[src/rtl/if_fetch_unit_pkg.sv]
// Core-wide fetch definitions: datapath width, reset PC, fetch FSM encoding
// and small PC helpers shared by the fetch front end.
package if_fetch_unit_pkg;

  localparam int XLEN = 32;
  localparam logic [XLEN-1:0] DEFAULT_RESET_PC = 32'h0000_3000;

  typedef enum logic {
    ST_FETCH = 1'b0,
    ST_DRAIN = 1'b1
  } fetch_state_t;

  // Clear the byte-offset bits so fetch always targets a word boundary.
  function automatic logic [XLEN-1:0] word_align(input logic [XLEN-1:0] pc);
    return {pc[XLEN-1:2], 2'b00};
  endfunction

  function automatic logic is_misaligned(input logic [XLEN-1:0] pc);
    return (pc[1:0] != 2'b00);
  endfunction

endpackage

[src/rtl/fetch_fifo.sv]
// Small synchronous FIFO holding fetched {pc, instr} pairs. Flush empties it
// in one cycle; storage is not reset, only the pointers and the occupancy.
module fetch_fifo
  import if_fetch_unit_pkg::*;
#(
  parameter int DATA_W = 2 * XLEN,
  parameter int DEPTH  = 2,
  localparam int PTR_W = (DEPTH > 1) ? $clog2(DEPTH) : 1,
  localparam int CNT_W = PTR_W + 1
) (
  input  logic              clk,
  input  logic              rst_n,
  input  logic              push,
  input  logic              pop,
  input  logic              flush,
  input  logic [DATA_W-1:0] wdata,
  output logic [DATA_W-1:0] rdata,
  output logic [CNT_W-1:0]  count,
  output logic              full,
  output logic              empty
);

  logic [DATA_W-1:0] mem [DEPTH];
  logic [PTR_W-1:0]  wr_ptr;
  logic [PTR_W-1:0]  rd_ptr;
  logic              push_ok;
  logic              pop_ok;

  assign full    = (count == CNT_W'(DEPTH));
  assign empty   = (count == '0);
  assign push_ok = push && (!full || pop);
  assign pop_ok  = pop && !empty;
  assign rdata   = mem[rd_ptr];

  // Entry storage: written on an accepted push, never reset.
  always_ff @(posedge clk) begin
    if (push_ok && !flush) begin
      mem[wr_ptr] <= wdata;
    end
  end

  // Pointer and occupancy tracking; flush behaves like a reset of the queue.
  always_ff @(posedge clk) begin
    if (!rst_n || flush) begin
      wr_ptr <= '0;
      rd_ptr <= '0;
      count  <= '0;
    end else begin
      if (push_ok) begin
        wr_ptr <= wr_ptr + 1'b1;
      end
      if (pop_ok) begin
        rd_ptr <= rd_ptr + 1'b1;
      end
      if (push_ok && !pop_ok) begin
        count <= count + 1'b1;
      end else if (pop_ok && !push_ok) begin
        count <= count - 1'b1;
      end
    end
  end

endmodule

[src/rtl/if_fetch_unit.sv]
// Instruction-fetch front end: owns the fetch PC, issues word fetches over a
// req/ack handshake, buffers {pc, instr} pairs for decode and handles
// redirects, abandoning an in-flight access by draining its ack.
module if_fetch_unit
  import if_fetch_unit_pkg::*;
#(
  parameter logic [XLEN-1:0] RESET_PC = DEFAULT_RESET_PC,
  parameter int              DEPTH    = 2
) (
  input  logic            clk,
  input  logic            rst_n,
  input  logic            redirect_valid,
  input  logic [XLEN-1:0] redirect_pc,
  output logic            imem_req,
  output logic [XLEN-1:0] imem_addr,
  input  logic            imem_ack,
  input  logic [XLEN-1:0] imem_rdata,
  output logic            if_valid,
  input  logic            if_ready,
  output logic [XLEN-1:0] if_pc,
  output logic [XLEN-1:0] if_instr,
  output logic            misalign_err
);

  localparam int CNT_W = ((DEPTH > 1) ? $clog2(DEPTH) : 1) + 1;

  fetch_state_t      state;
  logic [XLEN-1:0]   fetch_pc;
  logic [XLEN-1:0]   drain_addr;

  logic              fifo_push;
  logic              fifo_pop;
  logic              fifo_full;
  logic              fifo_empty;
  logic [CNT_W-1:0]  fifo_count;
  logic [2*XLEN-1:0] fifo_rdata;
  logic [XLEN-1:0]   head_pc;
  logic [XLEN-1:0]   head_instr;

  // Request depends only on registered state and occupancy; reset forces it low.
  assign imem_req  = rst_n && ((state == ST_DRAIN) || !fifo_full);
  assign imem_addr = (state == ST_DRAIN) ? drain_addr : fetch_pc;

  // Only a genuine fetch that is not being redirected away lands in the buffer.
  assign fifo_push = (state == ST_FETCH) && imem_req && imem_ack && !redirect_valid;
  assign fifo_pop  = if_valid && if_ready;

  assign head_pc    = fifo_rdata[2*XLEN-1:XLEN];
  assign head_instr = fifo_rdata[XLEN-1:0];
  assign if_valid   = (fifo_count != '0);
  assign if_pc      = fifo_empty ? '0 : head_pc;
  assign if_instr   = fifo_empty ? '0 : head_instr;

  fetch_fifo #(
    .DATA_W (2 * XLEN),
    .DEPTH  (DEPTH)
  ) u_fetch_fifo (
    .clk   (clk),
    .rst_n (rst_n),
    .push  (fifo_push),
    .pop   (fifo_pop),
    .flush (redirect_valid),
    .wdata ({fetch_pc, imem_rdata}),
    .rdata (fifo_rdata),
    .count (fifo_count),
    .full  (fifo_full),
    .empty (fifo_empty)
  );

  // Fetch FSM: PC advance, redirect handling and drain of an abandoned access.
  always_ff @(posedge clk) begin
    if (!rst_n) begin
      state        <= ST_FETCH;
      fetch_pc     <= RESET_PC;
      misalign_err <= 1'b0;
    end else begin
      if (redirect_valid && is_misaligned(redirect_pc)) begin
        misalign_err <= 1'b1;
      end
      case (state)
        ST_FETCH: begin
          if (redirect_valid) begin
            fetch_pc <= word_align(redirect_pc);
            // An outstanding access cannot be withdrawn; remember it and wait for its ack.
            if (imem_req && !imem_ack) begin
              drain_addr <= fetch_pc;
              state      <= ST_DRAIN;
            end
          end else if (imem_req && imem_ack) begin
            fetch_pc <= fetch_pc + 32'd4;
          end
        end
        ST_DRAIN: begin
          if (redirect_valid) begin
            fetch_pc <= word_align(redirect_pc);
          end
          if (imem_ack) begin
            state <= ST_FETCH;
          end
        end
        default: state <= ST_FETCH;
      endcase
    end
  end

endmodule

[config.mk]
export PLATFORM = sky130hd
export DESIGN_NAME = if_fetch_unit
export DESIGN_NICKNAME = d
export VERILOG_FILES = /design/src/rtl/if_fetch_unit_pkg.sv /design/src/rtl/fetch_fifo.sv /design/src/rtl/if_fetch_unit.sv
export SDC_FILE = /design/constraint.sdc
export NUM_CORES = 1
export LEC_CHECK = 0
export ABC_AREA = 1
export BUFFER_PORTS_ARGS = -buffer_cell sky130_fd_sc_hd__buf_2
export CAP_MARGIN = 20
export CELL_PAD_IN_SITES_DETAIL_PLACEMENT = 1
export CELL_PAD_IN_SITES_GLOBAL_PLACEMENT = 1
export CORE_MARGIN = 2
export CORE_UTILIZATION = 45
export DETAILED_ROUTE_END_ITERATION = 12
export GPL_TIMING_DRIVEN = 0
export MAX_ROUTING_LAYER = met4
export PLACE_DENSITY = 0.85
export SLEW_MARGIN = 15
export SYNTH_ARGS = -nofsm -noshare
export SYNTH_HDL_FRONTEND = slang
export SYNTH_SLANG_ARGS = --single-unit
[constraint.sdc]
create_clock -name clk -period 7.7 [get_ports clk]
set_clock_uncertainty 0.2 [all_clocks]
set_input_delay 0.385 -clock clk [delete_from_list [all_inputs] [get_ports clk]]
set_output_delay 0.385 -clock clk [all_outputs]
set_load 0.05 [all_outputs]
* Yosys cells after proc, flatten, opt, wreduce, memory -nomap -nowiden
Memory sizes are Yosys's and may differ from the RTL's. A register that Yosys moved wholly into a read port is not among the register bits. Index checks and enable logic that the tools add are counted.
Operators by class: multiplexer cells 17, add/sub/neg operators 5, equality and inequality tests 3, bitwise logic cells 1, reduce and logical (&&, ||, !) cells 29
Operator list (count):
- 32-bit 2-to-1 mux | 6
- 32-bit case mux with 2 select lines | 1
- 32-bit by 3-bit adder with 32-bit output, second input constant | 1
- 1-bit logical AND | 13
- 1-bit logical NOT | 7
- 1-bit 2-to-1 mux | 7
- 2-bit nonzero test | 3
- 2-bit 2-to-1 mux | 2
- 4-bit AND reduction | 1
- 1-bit logical OR | 3
- 3-bit by 2-bit != test with 1-bit output, second input constant | 1
- 1-bit adder, second input constant | 2
- 2-bit by 1-bit adder with 2-bit output, second input constant | 1
- 2-bit == test, second input constant | 1
- 2-bit logical NOT | 1
- 2-bit != test, second input constant | 1
- 1-bit case mux with 2 select lines | 1
- 2-bit AND reduction | 1
- 2-bit by 1-bit subtractor with 2-bit output, second input constant | 1
- 1-bit NOT | 1
Storage, ports and cells: memories kept 1, input port bits 69, register bits 70, bits in writable memories 128, output and inout bits 99
Memory list:
- u_fetch_fifo.mem | depth 2, bits a word 64, read ports 1, clocked after memory_dff 1, write ports 1, RTL line fetch_fifo.sv:23 | logic [DATA_W-1:0] mem [DEPTH];

* Longest topological paths before layout
Gate-level depths: netlist (run 1).
depth in word-level cells 12, gate-level depth with buffers 11, gate-level depth less buffers 11

* Modules after synthesis
A second synthesis (run 1) with hierarchy kept.
Unflattened totals: cells, all modules 877, area, all modules 9201.3 µm²
Modules (own cells, without submodules):
- fetch_fifo | times used 1, seq. area each 3943.8 µm², cells each 240, area each 5180.0 µm²
- if_fetch_unit | times used 1, seq. area each 1541.5 µm², cells each 637, area each 4021.4 µm²

* Worst setup path before layout (run 1)
No wires, ideal clock.
path type input -> register, from in redirect_valid, to reg drain_addr[10], enable pin, stages 2, data required time 7005 ps, slack 3378 ps, library setup time 495 ps, data arrival time 3627 ps, cell sequence clkinv_1 > nor4_1
On the way: word-level cells in the longest chain between the ends 1
RTL lines:
- start: declaration | RTL line if_fetch_unit.sv:12 | input logic redirect_valid,
- 4-bit AND reduction (no source line)
- end signal: assignment | RTL line if_fetch_unit.sv:86 | drain_addr <= fetch_pc;
- end: declaration | RTL line if_fetch_unit.sv:29 | logic [XLEN-1:0] drain_addr;
No other way between the ends. A chain may end at the register's enable or synchronous reset.

* Final worst setup path (run 1)
from reg u_fetch_fifo.count[1], to out if_pc[13]
On the way: word-level cells in the longest chain between the ends 2
RTL lines:
- start: declaration | RTL line fetch_fifo.sv:18 | output logic [CNT_W-1:0] count,
- start signal: assignment | RTL line fetch_fifo.sv:56 | count <= count + 1'b1;
- start signal: assignment | RTL line fetch_fifo.sv:58 | count <= count - 1'b1;
- 2-bit logical NOT | RTL line fetch_fifo.sv:30 | assign empty = (count == '0);
- 32-bit 2-to-1 mux | RTL line if_fetch_unit.sv:51 | assign if_pc = fifo_empty ? '0 : head_pc;
- end: declaration | RTL line if_fetch_unit.sv:20 | output logic [XLEN-1:0] if_pc,
No other way between the ends.

==> results.json, run 1 <==
{
  "grt_pass1_vias": 7596,
  "initial_utilization_pct": 46.21,
  "vias_per_cell": 5.424,
  "ctsResizeCount": 0,
  "wl_per_cell_um": 20.23,
  "fin_crit_sh_pct": 40.04,
  "status": "finished, final reports clean",
  "syn_area_per_cell_um2": 9.696,
  "total_power_mw": 2.425,
  "cp-start-kind": "register",
  "clockBufferDepth": 2,
  "cts_tree": "built",
  "core_area_um2": 18090,
  "synth_top_cell_by_area": "edfxtp_1",
  "finalWeightedCongestion": 0.9651,
  "die_h_um": 140.3,
  "fmax_mhz": 324.4,
  "drtIter0Drc": 478,
  "drv_slew": 0,
  "grt_pass1_wl_um": 41720,
  "clk_pin_slew_ns": 0.08,
  "clock-sinks": 191,
  "drv_cap": 0,
  "worstPathRequired_ns": 7.11,
  "max_slew.worst_pin.slew_ns": 1.125,
  "p_leak_nw": 4.197,
  "hp-class": "input port to register",
  "ys_top_cells_by_count": "291 x nand2_1, 154 x edfxtp_1, 95 x a21oi_1",
  "grt_overflow": 0,
  "grt_max_degree": 28,
  "endpoint_kind": "output pin",
  "timing.rr.start": "state$_SDFF_PN0_",
  "holdPathStages": 3,
  "yosysSeqAreaShare_pct": 64.19,
  "drc": 0,
  "synth_area_um2": 8358,
  "holdPathEnd": "fetch_pc[3]$_SDFFE_PN0P_",
  "ant_nets": 0,
  "arrival_ns": 2.50,
  "drive_above_1_share_pct": 22.29,
  "switching_share_pct": 28.72,
  "final_hold_viol_count": 0,
  "criticalPathCategory": "register to output pin",
  "internal-power_mw": 1.728,
  "cp_max_fo": 10,
  "rr_endpoint": "u_fetch_fifo.mem[0][61]$_DFFE_PP_",
  "dr_total_vias": 7203,
  "core.rowCount": 49,
  "htreeDepth": 4,
  "pwr-share-clk_pct": 37.8,
  "die-area_um2": 19680,
  "cts-root-buf": "clkbuf_16",
  "hp-start": "redirect_pc[3]",
  "yosysWarnings": 0,
  "antenna_cells": 0,
  "synth_ff_type": "edfxtp_1",
  "seq_power_share_pct": 48.9,
  "clock_latency_ns": 0.44,
  "power_switching_mw": 0.6964,
  "regArea_um2": 5365,
  "io_pins": 168,
  "tns_ns": 0,
  "dr.pass1.iters": 5,
  "cts_buffers": 17,
  "synth.most_common_cell": "nand2_1",
  "syn_inst": 862,
  "min_period_ns": 3.083,
  "port_buffers": 162,
  "area_delta_synth_final_pct": 26.09,
  "dp_hpwl_um": 18750,
  "pwr-share-comb_pct": 13.2,
  "reg2reg_setup_slack_ns": 4.90,
  "multi_input_area_um2": 2660,
  "antenna_found_initial": 0,
  "n_fill_cell": 2081,
  "rsz0062_at_grt": "false",
  "synth_seq_cells": 191,
  "async_reset_ff_share_pct": 0,
  "drt_wl_total_um": 26860,
  "p_per_area_nw_per_um2": 230.1,
  "yosysTopAreaCellShare_pct": 55.33,
  "synth_edf_count": 154,
  "die_w_um": 140.3,
  "finalSetupViolCount": 0,
  "grtUsageTotal_pct": 28.56,
  "synth_cell_types": 36,
  "max-vdd-ir-drop_mv": 0.1802,
  "timing.slew.headroom_pct": 24.71,
  "final_nets": 1157,
  "r2r_cells": 8,
  "synth_area_leaders": "edfxtp_1 55%, nand2_1 13%, dfxtp_1 8.9%, a21oi_1 5.7%, nor2_1 3.0%"
}
[power groups by stage]
stage,logic [mW],clock network (mW),registers [mW]
finish,0.321,0.917,1.19
global route,0.342,0.960,1.19
CTS,0.320,0.925,1.19
detailed placement,0.305,0,1.21
global placement,0.292,0,1.21
floorplan,0.206,0,1.20
[flip-flops by register name, indices dropped and copies added (netlist names), named ones only]
name and cells:
state 1, u_fetch_fifo.count 2, fetch_pc 30, drain_addr 30, misalign_err 1, u_fetch_fifo.mem 124
u_fetch_fifo.wr_ptr 1, u_fetch_fifo.rd_ptr 1
[worst max path at each step]
| stage | startpoint | endpoint | depth (start not counted) |
|---|---|---|---|
| floorplan | redirect_valid | drain_addr[10]$_DFFE_PP_ | 2 |
| finish | u_fetch_fifo.count[1]$_SDFFE_PP0P_ | if_pc[13] | 4 |
| global route | u_fetch_fifo.count[1]$_SDFFE_PP0P_ | if_instr[30] | 4 |
| global placement | redirect_valid | drain_addr[18]$_DFFE_PP_ | 3 |
| CTS | u_fetch_fifo.count[1]$_SDFFE_PP0P_ | if_pc[11] | 4 |
| detailed placement | redirect_valid | drain_addr[18]$_DFFE_PP_ | 6 |
[worst max-delay path, cell delays in order, from the launching register on]
cell	delay, ns
dfxtp_1	0.34
nor2_1	0.86
clkbuf_1	0.49
a21oi_1	0.12
buf_2	0.25
[per-layer routing]
metal | wire length (µm) | GRT usage (%) | up-vias
met5 | 0 | - | -
met4 | 556 | 8.559 | 0
met3 | 1507 | 4.137 | 46
met2 | 13720 | 49.02 | 249
met1 | 11080 | 35.28 | 3551
li1 | - | - | 3357
[repair_timing]
action                                  in CTS  in global routing
hold endpoints to repair                    64                  0
setup buffers                                0                  0
hold buffers                                32                  0
endpoints found under the setup margin       0                  0
[cells by family after synthesis]
group           after synthesis  synth area share (%)
buf+inv                      88                 4.371
xor+xnor                      5                0.5239
fa+ha+maj                     2                0.2994
other cells                   1               0.04487
flops                       191                 64.19
compound gates              155                 9.745
simple gates                420                 20.82
[metrics by stage]
stage / cell area, µm² / hold slack (ns) / worst slack [ns] / instances / util [%]
after CTS: 10540 / 0.01347 / 4.610 / 1328 / 58.27
after global placement: 9467 / 0.2399 / 1.321 / 1256 / 52.34
final: 10540 / 0.02571 / 4.617 / 1328 / 58.27
after global routing: 10540 / 0.02087 / 4.515 / 1328 / 58.27
after floorplan: 8369 / 0.2607 / 3.378 / 865 / -
after detailed placement: 9609 / 0.2600 / 4.812 / 1264 / 53.13
[cell usage in the layout (no fill, tap or decap), drive strengths merged, types with 32 or more instances in the layout]
cell	netlist	layout
a21oi	95	95
buf	18	188
clkbuf	25	43
dfxtp	37	37
dlygate4sd3	0	32
edfxtp	154	154
inv	43	48
nand2	298	298
nor2	79	79
o21ai	44	44
[final cells by class]
cell class / count / area share (%)
clock inverters: 14 / 1.710
repair buffers: 202 / 11.88
flip-flops and latches: 191 / 50.91
plain buffers: 43 / 1.864
clock buffers: 18 / 4.072
well taps: 229 / 2.719
multi-input cells: 586 / 25.24
inverters: 45 / 1.603
Note: power is estimated with default switching activity, not from simulation.
==> run 2, diff against run 1 <==
Settings changed: ABC_AREA 1 to 0, CORE_UTILIZATION 45 to 40, PLACE_DENSITY 0.85 to 0.76.
Clock period 7.7 ns to 2.55 ns, I/O delays scaled along.
==> run 2 against run 1 <==
Effect of this change: critical path type is now register to register; non-clock buffer count increased by 32; setup slack got worse by 4.5 ns; final cell count decreased by 14%.
==> results.json, run 2 <==
{
  "fin_worst_hold_slack_ns": 0.03739,
  "largestRegisters": "u_fetch_fifo.mem (124), drain_addr (30), fetch_pc (30)",
  "cts_buffers": 17,
  "switching_share_pct": 25.42,
  "drv_slew": 0,
  "clockBufferDepth": 2,
  "cts_tree": "built",
  "antenna_cells": 0,
  "regArea_um2": 5369,
  "port_buffers": 161,
  "grt_pass1_wl_um": 33910,
  "die_h_um": 146.3,
  "synth_area_um2": 8094,
  "fmax_mhz": 413.3,
  "arrival_ns": 2.53,
  "cts-root-buf": "clkbuf_16",
  "max_flop_register": "u_fetch_fifo.mem",
  "cp-start-kind": "register",
  "synth_seq_cells": 191,
  "final_hold_viol_count": 0,
  "synth_ff_type": "edfxtp_1",
  "power_switching_mw": 1.812,
  "p_per_area_nw_per_um2": 664.0,
  "layout_common_cells": "167 x buf_2, 154 x edfxtp_1, 75 x nor2_1, 71 x dlygate4sd3_1, 62 x mux2i_1",
  "drtIter0Drc": 284,
  "grt_overflow": 0,
  "antenna_found_initial": 0,
  "io_pins": 168,
  "rsz0062_at_grt": "false",
  "dr.pass1.iters": 4,
  "yosysWarnings": 0,
  "drive_above_1_share_pct": 30.09,
  "internal-power_mw": 5.317,
  "finalWeightedCongestion": 0.8709,
  "cp_max_fo": 11,
  "criticalPathCategory": "register to register",
  "mostFrequentLayoutCell": "buf_2",
  "synth_top_cell_by_area": "edfxtp_1",
  "synth_area_leaders": "edfxtp_1 57%, dfxtp_1 9.2%, mux2i_1 7.7%, nor2_1 3.5%, mux2_2 3.3%",
  "area_delta_synth_final_pct": 32.65,
  "status": "finished, final reports clean",
  "synth_cell_types": 62,
  "max_slew.worst_pin.slew_ns": 0.8983,
  "die-area_um2": 21390,
  "grt_max_degree": 52,
  "p_leak_nw": 4.023,
  "min_period_ns": 2.419,
  "max-vdd-ir-drop_mv": 0.4680,
  "largest_reg_flops": 124,
  "finalSetupViolCount": 0,
  "ys_top_cells_by_count": "154 x edfxtp_1, 76 x nor2_1, 62 x mux2i_1",
  "pwr-share-comb_pct": 13.2,
  "clk_pin_slew_ns": 0.07,
  "htreeDepth": 4,
  "pwr-share-clk_pct": 36.9,
  "timing.slew.headroom_pct": 39.66,
  "final_nets": 934,
  "synth_edf_count": 154,
  "clock-sinks": 191,
  "async_reset_ff_share_pct": 0,
  "drt_wl_total_um": 21800,
  "syn_inst": 601,
  "wl_per_cell_um": 19.05,
  "hp-class": "input port to register",
  "synth.most_common_cell": "edfxtp_1",
  "dp_hpwl_um": 14960,
  "syn_area_per_cell_um2": 13.47,
  "yosysTopAreaCellShare_pct": 57.13,
  "worstPathRequired_ns": 2.66,
  "seq_power_share_pct": 49.9,
  "n_fill_cell": 2115,
  "clock_latency_ns": 0.43,
  "drv_cap": 0,
  "multi_input_area_um2": 2561,
  "dr_total_vias": 5816,
  "post-route-util_pct": 53.58,
  "grt_pass1_vias": 6079,
  "drc": 0,
  "endpoint_kind": "register",
  "ant_nets": 0,
  "yosysSeqAreaShare_pct": 66.29,
  "fin_crit_sh_pct": 94.87,
  "initial_utilization_pct": 40.39,
  "vias_per_cell": 5.084,
  "core.rowCount": 52,
  "grtUsageTotal_pct": 21.02,
  "core_area_um2": 20040,
  "die_w_um": 146.3
}
==> run 2: kinds of logic (layout without fill, tap and decap cells) <==
family | Yosys count | after routing | share of synthesized area [%]
flip-flops | 191 | 191 | 66.29
AND/OR/NAND/NOR | 188 | 189 | 11.70
multiplexers | 86 | 86 | 11.01
AO/OA/AOI/OAI | 73 | 73 | 6.168
buffers and inverters | 46 | 315 | 2.968
XOR/XNOR | 14 | 14 | 1.515
adder cells (fa/ha/maj) | 2 | 2 | 0.3091
other | 1 | 4 | 0.04633
==> run 2: routing by layer <==
| metal | up-vias | routed length (µm) | global-route usage [%] |
|---|---|---|---|
| li1 | 2757 | - | - |
| met1 | 2898 | 9644 | 26.93 |
| met2 | 151 | 11040 | 35.52 |
| met3 | 10 | 979 | 3.531 |
| met4 | 0 | 137 | 4.369 |
| met5 | - | 0 | - |
==> run 2: stage by stage <==
stage	setup WS (ns)	TNS, ns	cells	total power, mW	cell area, µm²
after floorplan	0.03430	0	604	4.189	8140
after global placement	-0.6764	-82.26	1035	4.439	9284
after detailed placement	-0.2024	-4.201	1040	4.476	9390
after CTS	0.05571	0	1141	7.173	10690
after global routing	0.001363	0	1144	7.355	10740
final	0.1307	0	1144	7.130	10740
==> run 2: layout make-up <==
class | instances | area share (%)
buffer | 37 | 2.051
clock buffer | 19 | 4.032
clock inverter | 11 | 1.317
inverter | 8 | 0.2797
multi-input combinational | 368 | 23.86
sequential | 191 | 50.01
tap | 270 | 3.147
timing repair buffer | 240 | 15.31
==> run 2: timing repair <==
action	in CTS	in global routing
endpoints found under the hold margin	106	0
setup buffers	0	3
setup endpoints to repair	106	26
hold buffers	71	0
resized for setup	9	5
gates cloned	1	0
==> run 2: power by group through the flow <==
| stage | registers (mW) | logic, mW | clock network, mW |
|---|---|---|---|
| after floorplan | 3.59 | 0.596 | 0 |
| after global placement | 3.62 | 0.823 | 0 |
| after detailed placement | 3.62 | 0.852 | 0 |
| after CTS | 3.56 | 0.940 | 2.68 |
| after global routing | 3.57 | 0.999 | 2.79 |
| final | 3.56 | 0.940 | 2.63 |
==> run 2: path summary, 6_finish.rpt <==
check | from | endpoint | slack [ns] | depth (start not counted)
setup / recovery | fetch_pc[12]$_SDFFE_PN1P_ | fetch_pc[28]$_SDFFE_PN0P_ | 0.13 | 6
hold / removal | redirect_valid | fetch_pc[30]$_SDFFE_PN0P_ | 0.04 | 4
setup reg to reg | fetch_pc[12]$_SDFFE_PN1P_ | fetch_pc[28]$_SDFFE_PN0P_ | 0.13 | 6
hold reg to reg | misalign_err$_SDFFE_PN0P_ | misalign_err$_SDFFE_PN0P_ | 0.31 | 1
==> run 2: critical path, stage by stage, from the launching register on <==
cell and delay [ns]:
dfxtp_1 0.53, nand2_1 0.18, or4_1 0.55, buf_2 0.21, nor3_1 0.28, xor2_1 0.11, a22o_1 0.25
